--- src/rtl/hv_timing_pkg.sv ---
// -----------------------------------------------------------------------------
// hv_timing_pkg
// Shared constants and types for the horizontal/vertical timing sequencer.
//   CNT_W / CNT_MAX : counter width and terminal count (both axes)
//   H_START/V_START : reload values; a line is 512-H_START counts and a frame
//                     is 512-V_START lines
//   win_t           : a blank/sync window, asserted for on <= cnt < off
// -----------------------------------------------------------------------------
package hv_timing_pkg;

  localparam int CNT_W = 9;

  localparam logic [CNT_W-1:0] CNT_MAX = 9'h1FF;
  localparam logic [CNT_W-1:0] CNT_INC = 9'd1;

  localparam logic [CNT_W-1:0] H_START = 9'h0C0;
  localparam logic [CNT_W-1:0] V_START = 9'h0F8;

  typedef struct packed {
    logic [CNT_W-1:0] on;
    logic [CNT_W-1:0] off;
  } win_t;

  localparam win_t HB_WIN = '{on: 9'h0C0, off: 9'h100};
  localparam win_t HS_WIN = '{on: 9'h0D0, off: 9'h0F0};
  localparam win_t VB_WIN = '{on: 9'h0F8, off: 9'h110};
  localparam win_t VS_WIN = '{on: 9'h0FC, off: 9'h100};

endpackage

--- src/rtl/hv_timing_ctrl_window.sv ---
// -----------------------------------------------------------------------------
// timing_window
// Pure combinational window compare: in_win_o = (on_i <= cnt_i < off_i),
// unsigned. on_i == off_i gives an empty window.
//   cnt_i    : counter value under test
//   on_i     : first count inside the window
//   off_i    : first count past the window
//   in_win_o : 1 while cnt_i is inside the window
// -----------------------------------------------------------------------------
module timing_window
  import hv_timing_pkg::*;
(
  input  logic [CNT_W-1:0] cnt_i,
  input  logic [CNT_W-1:0] on_i,
  input  logic [CNT_W-1:0] off_i,
  output logic             in_win_o
);

  assign in_win_o = (cnt_i >= on_i) && (cnt_i < off_i);

endmodule

--- src/rtl/hv_timing_ctrl.sv ---
// -----------------------------------------------------------------------------
// hv_timing_ctrl
// Horizontal/vertical timing sequencer for the arcade video path. Both counters
// run from H_START/V_START up to 9'h1FF and reload (never wrap through 0).
// Blank/sync levels are registered from the next-state counts so they change on
// the same edge as the counters they describe.
//
// Ports
//   clk         : master clock
//   rst_n       : asynchronous active-low reset
//   ce_pix      : pixel clock enable; nothing advances while low
//   sync_req    : frame restart request, held until sync_ack
//   sync_ack    : one-cycle strobe in the reload cycle that honours sync_req
//   hcnt, vcnt  : horizontal (bit 8 = H8) and vertical counts
//   hload       : terminal-count strobe (hcnt == 9'h1FF and ce_pix)
//   frame_start : strobe in the reload cycle that also reloads vcnt
//   hblank, vblank   : active-high blanking
//   hsync_n, vsync_n : active-low sync
//
// Handshake: sync_req is a level request. It is latched into a pending flag on
// any clk edge; the next hload cycle (including one coincident with the first
// sync_req cycle) forces vcnt to V_START, asserts sync_ack for that one cycle
// and clears the flag. The requester drops sync_req after seeing sync_ack.
// -----------------------------------------------------------------------------
module hv_timing_ctrl
  import hv_timing_pkg::*;
(
  input  logic             clk,
  input  logic             rst_n,
  input  logic             ce_pix,
  input  logic             sync_req,
  output logic             sync_ack,
  output logic [CNT_W-1:0] hcnt,
  output logic [CNT_W-1:0] vcnt,
  output logic             hload,
  output logic             frame_start,
  output logic             hblank,
  output logic             vblank,
  output logic             hsync_n,
  output logic             vsync_n
);

  logic [CNT_W-1:0] hcnt_q, hcnt_d;
  logic [CNT_W-1:0] vcnt_q, vcnt_d;
  logic             pend_q, pend_d;
  logic             hblank_q, vblank_q, hsync_n_q, vsync_n_q;

  logic             tc;        // terminal count in an enabled cycle
  logic             sync_due;  // a restart is owed at the next reload
  logic             hb_win, hs_win, vb_win, vs_win;

  // ---------------------------------------------------------------------------
  // Next-state counters and pending-sync flag
  // ---------------------------------------------------------------------------
  always_comb begin
    hcnt_d   = hcnt_q;
    vcnt_d   = vcnt_q;
    tc       = ce_pix && (hcnt_q == CNT_MAX);
    // A request seen in the reload cycle itself counts as already pending.
    sync_due = pend_q || sync_req;
    pend_d   = sync_due;

    if (ce_pix) begin
      if (hcnt_q == CNT_MAX) begin
        hcnt_d = H_START;
        if ((vcnt_q == CNT_MAX) || sync_due) begin
          vcnt_d = V_START;
        end else begin
          vcnt_d = vcnt_q + CNT_INC;
        end
        pend_d = 1'b0;
      end else begin
        hcnt_d = hcnt_q + CNT_INC;
      end
    end
  end

  // ---------------------------------------------------------------------------
  // Window compares on the next-state counts
  // ---------------------------------------------------------------------------
  timing_window u_hblank_win (
    .cnt_i    (hcnt_d),
    .on_i     (HB_WIN.on),
    .off_i    (HB_WIN.off),
    .in_win_o (hb_win)
  );

  timing_window u_hsync_win (
    .cnt_i    (hcnt_d),
    .on_i     (HS_WIN.on),
    .off_i    (HS_WIN.off),
    .in_win_o (hs_win)
  );

  timing_window u_vblank_win (
    .cnt_i    (vcnt_d),
    .on_i     (VB_WIN.on),
    .off_i    (VB_WIN.off),
    .in_win_o (vb_win)
  );

  timing_window u_vsync_win (
    .cnt_i    (vcnt_d),
    .on_i     (VS_WIN.on),
    .off_i    (VS_WIN.off),
    .in_win_o (vs_win)
  );

  // ---------------------------------------------------------------------------
  // State registers. With ce_pix low the next-state counts equal the current
  // ones, so the window levels hold without a separate enable.
  // ---------------------------------------------------------------------------
  always_ff @(posedge clk or negedge rst_n) begin
    if (!rst_n) begin
      hcnt_q    <= H_START;
      vcnt_q    <= V_START;
      pend_q    <= 1'b0;
      hblank_q  <= 1'b1;
      vblank_q  <= 1'b1;
      hsync_n_q <= 1'b1;
      vsync_n_q <= 1'b1;
    end else begin
      hcnt_q    <= hcnt_d;
      vcnt_q    <= vcnt_d;
      pend_q    <= pend_d;
      hblank_q  <= hb_win;
      vblank_q  <= vb_win;
      hsync_n_q <= ~hs_win;
      vsync_n_q <= ~vs_win;
    end
  end

  // ---------------------------------------------------------------------------
  // Outputs. The strobes are all qualified by the enabled terminal-count
  // cycle, so none of them can appear while ce_pix is low.
  // ---------------------------------------------------------------------------
  assign hcnt        = hcnt_q;
  assign vcnt        = vcnt_q;
  assign hload       = tc;
  assign frame_start = tc && (vcnt_d == V_START);
  assign sync_ack    = tc && sync_due;
  assign hblank      = hblank_q;
  assign vblank      = vblank_q;
  assign hsync_n     = hsync_n_q;
  assign vsync_n     = vsync_n_q;

endmodule
--- config.mk ---
export PLATFORM = sky130hd
export DESIGN_NAME = hv_timing_ctrl
export DESIGN_NICKNAME = d
export VERILOG_FILES = /design/src/rtl/hv_timing_pkg.sv /design/src/rtl/hv_timing_ctrl_window.sv /design/src/rtl/hv_timing_ctrl.sv
export SDC_FILE = /design/constraint.sdc
export NUM_CORES = 1
export LEC_CHECK = 0
export ABC_CLOCK_PERIOD_IN_PS = 3960
export CORE_MARGIN = 1.5
export CORE_UTILIZATION = 49
export CTS_CLUSTER_DIAMETER = 200
export DETAILED_ROUTE_END_ITERATION = 7
export PLACE_DENSITY = 0.78
export REMOVE_ABC_BUFFERS = 1
export SYNTH_ARGS = -nofsm -noshare
export SYNTH_HDL_FRONTEND = slang
export SYNTH_SLANG_ARGS = --single-unit
export TNS_END_PERCENT = 5
--- constraint.sdc ---
create_clock -name clk -period 3.96 [get_ports clk]
set_input_delay 0.792 -clock clk [delete_from_list [all_inputs] [get_ports clk]]
set_output_delay 0.792 -clock clk [all_outputs]
set_load 0.005 [all_outputs]
---- After elaboration in Yosys (flattened, before gate mapping) ----
Cells that the tools add are included.
storage, ports and cells
  bits in registers ....................... 23
  input port bits ......................... 4
  output and inout port bits .............. 25
  word-level logic and storage cells ...... 38
cells by class
  $add $sub $neg .......................... 2
  $lt $le $gt $ge ......................... 8
  eq/ne operators ......................... 3
  mux-type cells .......................... 7
  bitwise gates (word level) .............. 2
  reductions and logical operators ........ 9
operator list
  cell                 number
  $mux 9               5
  $ge 9x8->1 const B   4
  $lt 9x9->1 const B   3
  $add 9x1->9 const B  2
  $eq 9x9->1 const B   2
  $eq 9x8->1 const B   1
  $lt 9x8->1 const B   1
  $logic_and 1x1->1    7
  $logic_or 1x1->1     2
  $mux 1               2
  $not 1->1            2

---- Longest topological paths before layout ----
  depth in word-level cells ............... 8
  gate-level depth with buffers ........... 12

---- Cells and area by module ----
From an unflattened synthesis, not the netlist that was laid out.
second synthesis, totals
  cell total of the unflattened synthesis .. 367
  area total of the unflattened synthesis .. 3,042.9 um^2
by module, submodules not included
  module          instances  cells each  area each (um^2)
  timing_window   4          58          446.7
  hv_timing_ctrl  1          135         1,256.2

---- Worst setup path after synthesis ----
OpenSTA, ideal clock, no wires.
  path kind ............................... register to output
  from .................................... register hcnt_q[0] (netlist: hcnt[0])
  to ...................................... output frame_start
  arrival time ............................ 2,849 ps
  required time ........................... 3,168 ps
  setup slack ............................. 319 ps
  stages on the path, launching flop included .. 13
  path buffers ............................ 2
  path through ............................ dfrtp_1 ha_1 and3_1 and3_1 and3_1 ha_1 buf_6 nand2_4 clkbuf_8 nor2_1 a311o_1 or4_4 nor4_2
between the ends
  cells in the longest elaborated chain, start to end .. 5
  elaborated cells between the ends (all ways) .. 6
  classes of those cells .................. eq/ne (2); mux (2); reduce/logical (2)
RTL lines
  element                 RTL line                                    RTL
  from (decl)             hv_timing_ctrl.sv:43                        logic [CNT_W-1:0] hcnt_q, hcnt_d;
  from (signal assigned)  hv_timing_ctrl.sv:123                       hcnt_q <= hcnt_d;
  $eq 9x9->1 (*)          hv_timing_ctrl.sv:58, hv_timing_ctrl.sv:64
  $mux 9                  hv_timing_ctrl.sv:64                        if (hcnt_q == CNT_MAX) begin
  $mux 9                  hv_timing_ctrl.sv:63                        if (ce_pix) begin
  $eq 9x8->1              hv_timing_ctrl.sv:140                       assign frame_start = tc && (vcnt_d == V_START);
  $logic_and 1x1->1 (*)   hv_timing_ctrl.sv:140
  to (decl)               hv_timing_ctrl.sv:36                        output logic frame_start,
Mark *: on every way between the ends. The rest lies on a longest branch, timed or not.

---- Final worst setup path ----
Same ends and word-level chain as after synthesis.

==> impl_results.md <==
- Status: complete, no violations
- FP Rows: 18
- Synth unique cells: 40
- End of the worst hold path: pend_q$_DFF_PN0_
- Max cap viols: 0
- Worst rel slew slack: about 33%
- Critical Path AT: 3020 ps
- Ys Warns: 0
- Terminus of the critical flop-to-flop path: vsync_n$_DFF_PN1_
- Largest net degree at the start of global routing: 24
- Crit path buffers/inverters: 1
- Leakage: roughly 0.77 nW
- Reg2Reg Setup Slack: 1330 ps
- Tightest Pin Transition: ~1000 ps
- CP endpoint kind: output pin
- Worst-path maximum fanout: 5
- CP most frequent cell: and3_1
- CP top delay family: simple AND/OR/NAND/NOR gates
- Drt pass-1 iters: 4
- RePlAce Congestion: 0.950
- Clock sinks: 23
- CTS tree: done
- Grt ovf: 0
- Routed vias: 1209
- F_max: between 200 and 300 MHz
- Levels on crit path: 11
- Sequential area share after synthesis: between 40% and 50%
- Routed wire length: roughly 3200 um
- Unrepaired setup endpoints after global routing: no
- Main synth FF type: dfrtp_1
- CP Cell Sequence: ha_2, and3_1, and3_1, and3_1, ha_4, nand2_4, nor2_1, a311o_1, or4_4, nor4_4, buf_2
- Worst Hold Class: reg2reg
- Critical-path top delay cell: or4_4
- Pwr Total: about 530 uW
- Hold depth: 2
- Final HPWL DP: between 2000 and 2500 um
- RR Startpoint: hcnt[0]$_DFF_PN0_
- Post-Synthesis Cells: 132
- Slowest Stage Delay on Critical Path: 520 ps
- Number of vias per cell: between 5 and 6
- Setup-failing EPs final: 0
- Worst Setup Start Kind: flop
- Met2 wire len: roughly 1600 um
- Worst R2R Path Depth: 10
- Vias in the first global route: ~1200
- H-tree levels: 1
- Most common cell after layout, fill and taps aside: clkdlybuf4s50_1
- Slew Viols, Final: 0
- Top Layer Used: met4
- Fin util: between 70% and 80%
- Avg WL per Cell: about 15 um
- Die Y: 54.2 um
- Post-Syn Area: approximately 1300 um2
- Clock Pin Slew Worst Setup and Hold Paths: 120 ps
- Antenna Cells: 0
- First-pass GRT wire length: 5210 um
- Port bufs: 28
- Metal3 WL: 153 um
- Most frequent cells in the layout: clkdlybuf4s50_1, buf_4, o21ai_0, dfrtp_1
- Peak supply drop: between 0.2 and 0.3 mV
- Initial Util: around 52%
- Power Density: 306 nW/um2
- Core area: about 2500 um2
- #FFs+latches synth: 23
- Worst Hold Launch: pend_q$_DFF_PN0_
- P&R area growth vs syn: 35.0%
- CP Data Required Time: 3170 ps
- Synthesized area per cell: between 9 and 10 um2
- CTS Buf Count: 3
- Num ports: 29
- Worst setup path category: reg2out
- EDFF count, synth: 0
- M1 WL: roughly 1400 um
- Final hold vios: 0
- Maximum clock insertion buffer count: 2
- Drt drc: 0
- Total GRT Usage: between 20% and 30%
- Die area: approximately 2900 um2
- Final layout net count: between 150 and 200
- Antenna violations before repair: 0
- Die width: about 54 um
- Tcrit/Tclk final: a little over nine tenths
- Worst Clk Skew: between 4 and 5 ps
- Starting DRT DRC Count: 56
- Root buffer cell: clkbuf_4
- Post-route ant nets: 0
- Worst-Skew Late Latency: approximately 300 ps
- Asr flop ratio synth: between 90% and 100%
- Layout cell share with drive strength beyond 1: approximately a quarter
- Tmin final: 3810 ps
==> routing by layer <==
layer	global-route usage, %	vias to the layer above
met5	0	-
met4	9.17	0
met3	3.28	9
met2	41.6	45
met1	32.6	579
li1	-	576
==> per-stage QoR <==
step / setup WS (ps) / instance area (um2) / TNS, ps / std cells / hold slack (ps)
after floorplan: 403 / 1220 / 0 / 127 / 488
after global placement: 28.3 / 1670 / 0 / 203 / 515
after detailed placement: -11.0 / 1670 / -11.0 / 203 / 518
after CTS: 6.34 / 1710 / 0 / 208 / 546
after global routing: 16.6 / 1740 / 0 / 209 / 583
final: 153 / 1740 / 0 / 209 / 542
==> cells by family (layout without fill, tap and decap cells) <==
logic type,after synthesis,count (layout),share of synthesized area (%)
xor gates and xnor gates,3,3,2.04
muxes,4,4,3.31
DFF,23,23,45.8
AOI/OAI and AO/OA,33,33,16.1
adders and majority gates,4,4,3.89
and+or+nand+nor,52,52,21.2
buffers and inverters,13,60,7.59
==> timing repair <==
item / 4_1_cts / 5_1_grt
endpoints found under the hold margin: 0 / 0
pin swaps: 0 / 2
gates resized for setup: 3 / 6
buffers inserted: 1 / 1
endpoints found under the setup margin: 1 / 1
hold buffers: 0 / 0
==> how the worst max path moves through the flow <==
stage / from / to / slack (ps)
floorplan: hcnt[0]$_DFF_PN0_ / frame_start / 400
global placement: ce_pix / frame_start / 30
detailed placement: hcnt[0]$_DFF_PN0_ / frame_start / -10
CTS: hcnt[0]$_DFF_PN0_ / frame_start / 6
global route: hcnt[1]$_DFF_PN0_ / frame_start / 20
finish: hcnt[0]$_DFF_PN0_ / frame_start / 150
==> tightest hold or removal path: cells and delay by family, from the launching register on <==
family           cells  cell delay [ps]
DFF                  1              380
and+or+nand+nor      2              130
==> state kept, by name, indices dropped and copies added, names as in the netlist <==
name	count
hblank	1
hcnt	9
hsync_n	1
pend_q	1
vblank	1
vcnt	9
vsync_n	1
==> report_power, final <==
part	internal [mW]	switching, mW	total, mW
clock network	0.0392	0.0665	0.106
logic	0.0820	0.0595	0.142
registers	0.260	0.0251	0.285
total	0.381	0.151	0.532
==> synthesized netlist by cell type (all sizes together), types with 2 or more instances <==
cell type,number,area (um2)
buf,3,21.3
and3,7,43.8
nand4,3,18.8
nand2,12,52.6
or3,2,12.5
nor3,3,15.0
mux2,2,22.5
a22o,2,17.5
o21ai,15,75.1
nor2,11,41.3
dfrtp,12,300
ha,4,50.1
nand3,9,45.0
mux2i,2,20.0
xnor2,2,17.5
inv,7,26.3
a21oi,5,25.0
dfstp,11,289
==> area by class of cell <==
cell class              count  area (um2)
flip-flops and latches     23         589
inverters                   8        30.0
clock buffers               4        26.3
repair buffers             48         425
fillers                   192         741
multi-input cells          96         628
well taps                  30        37.5
Power figures use the tool's default switching activity.
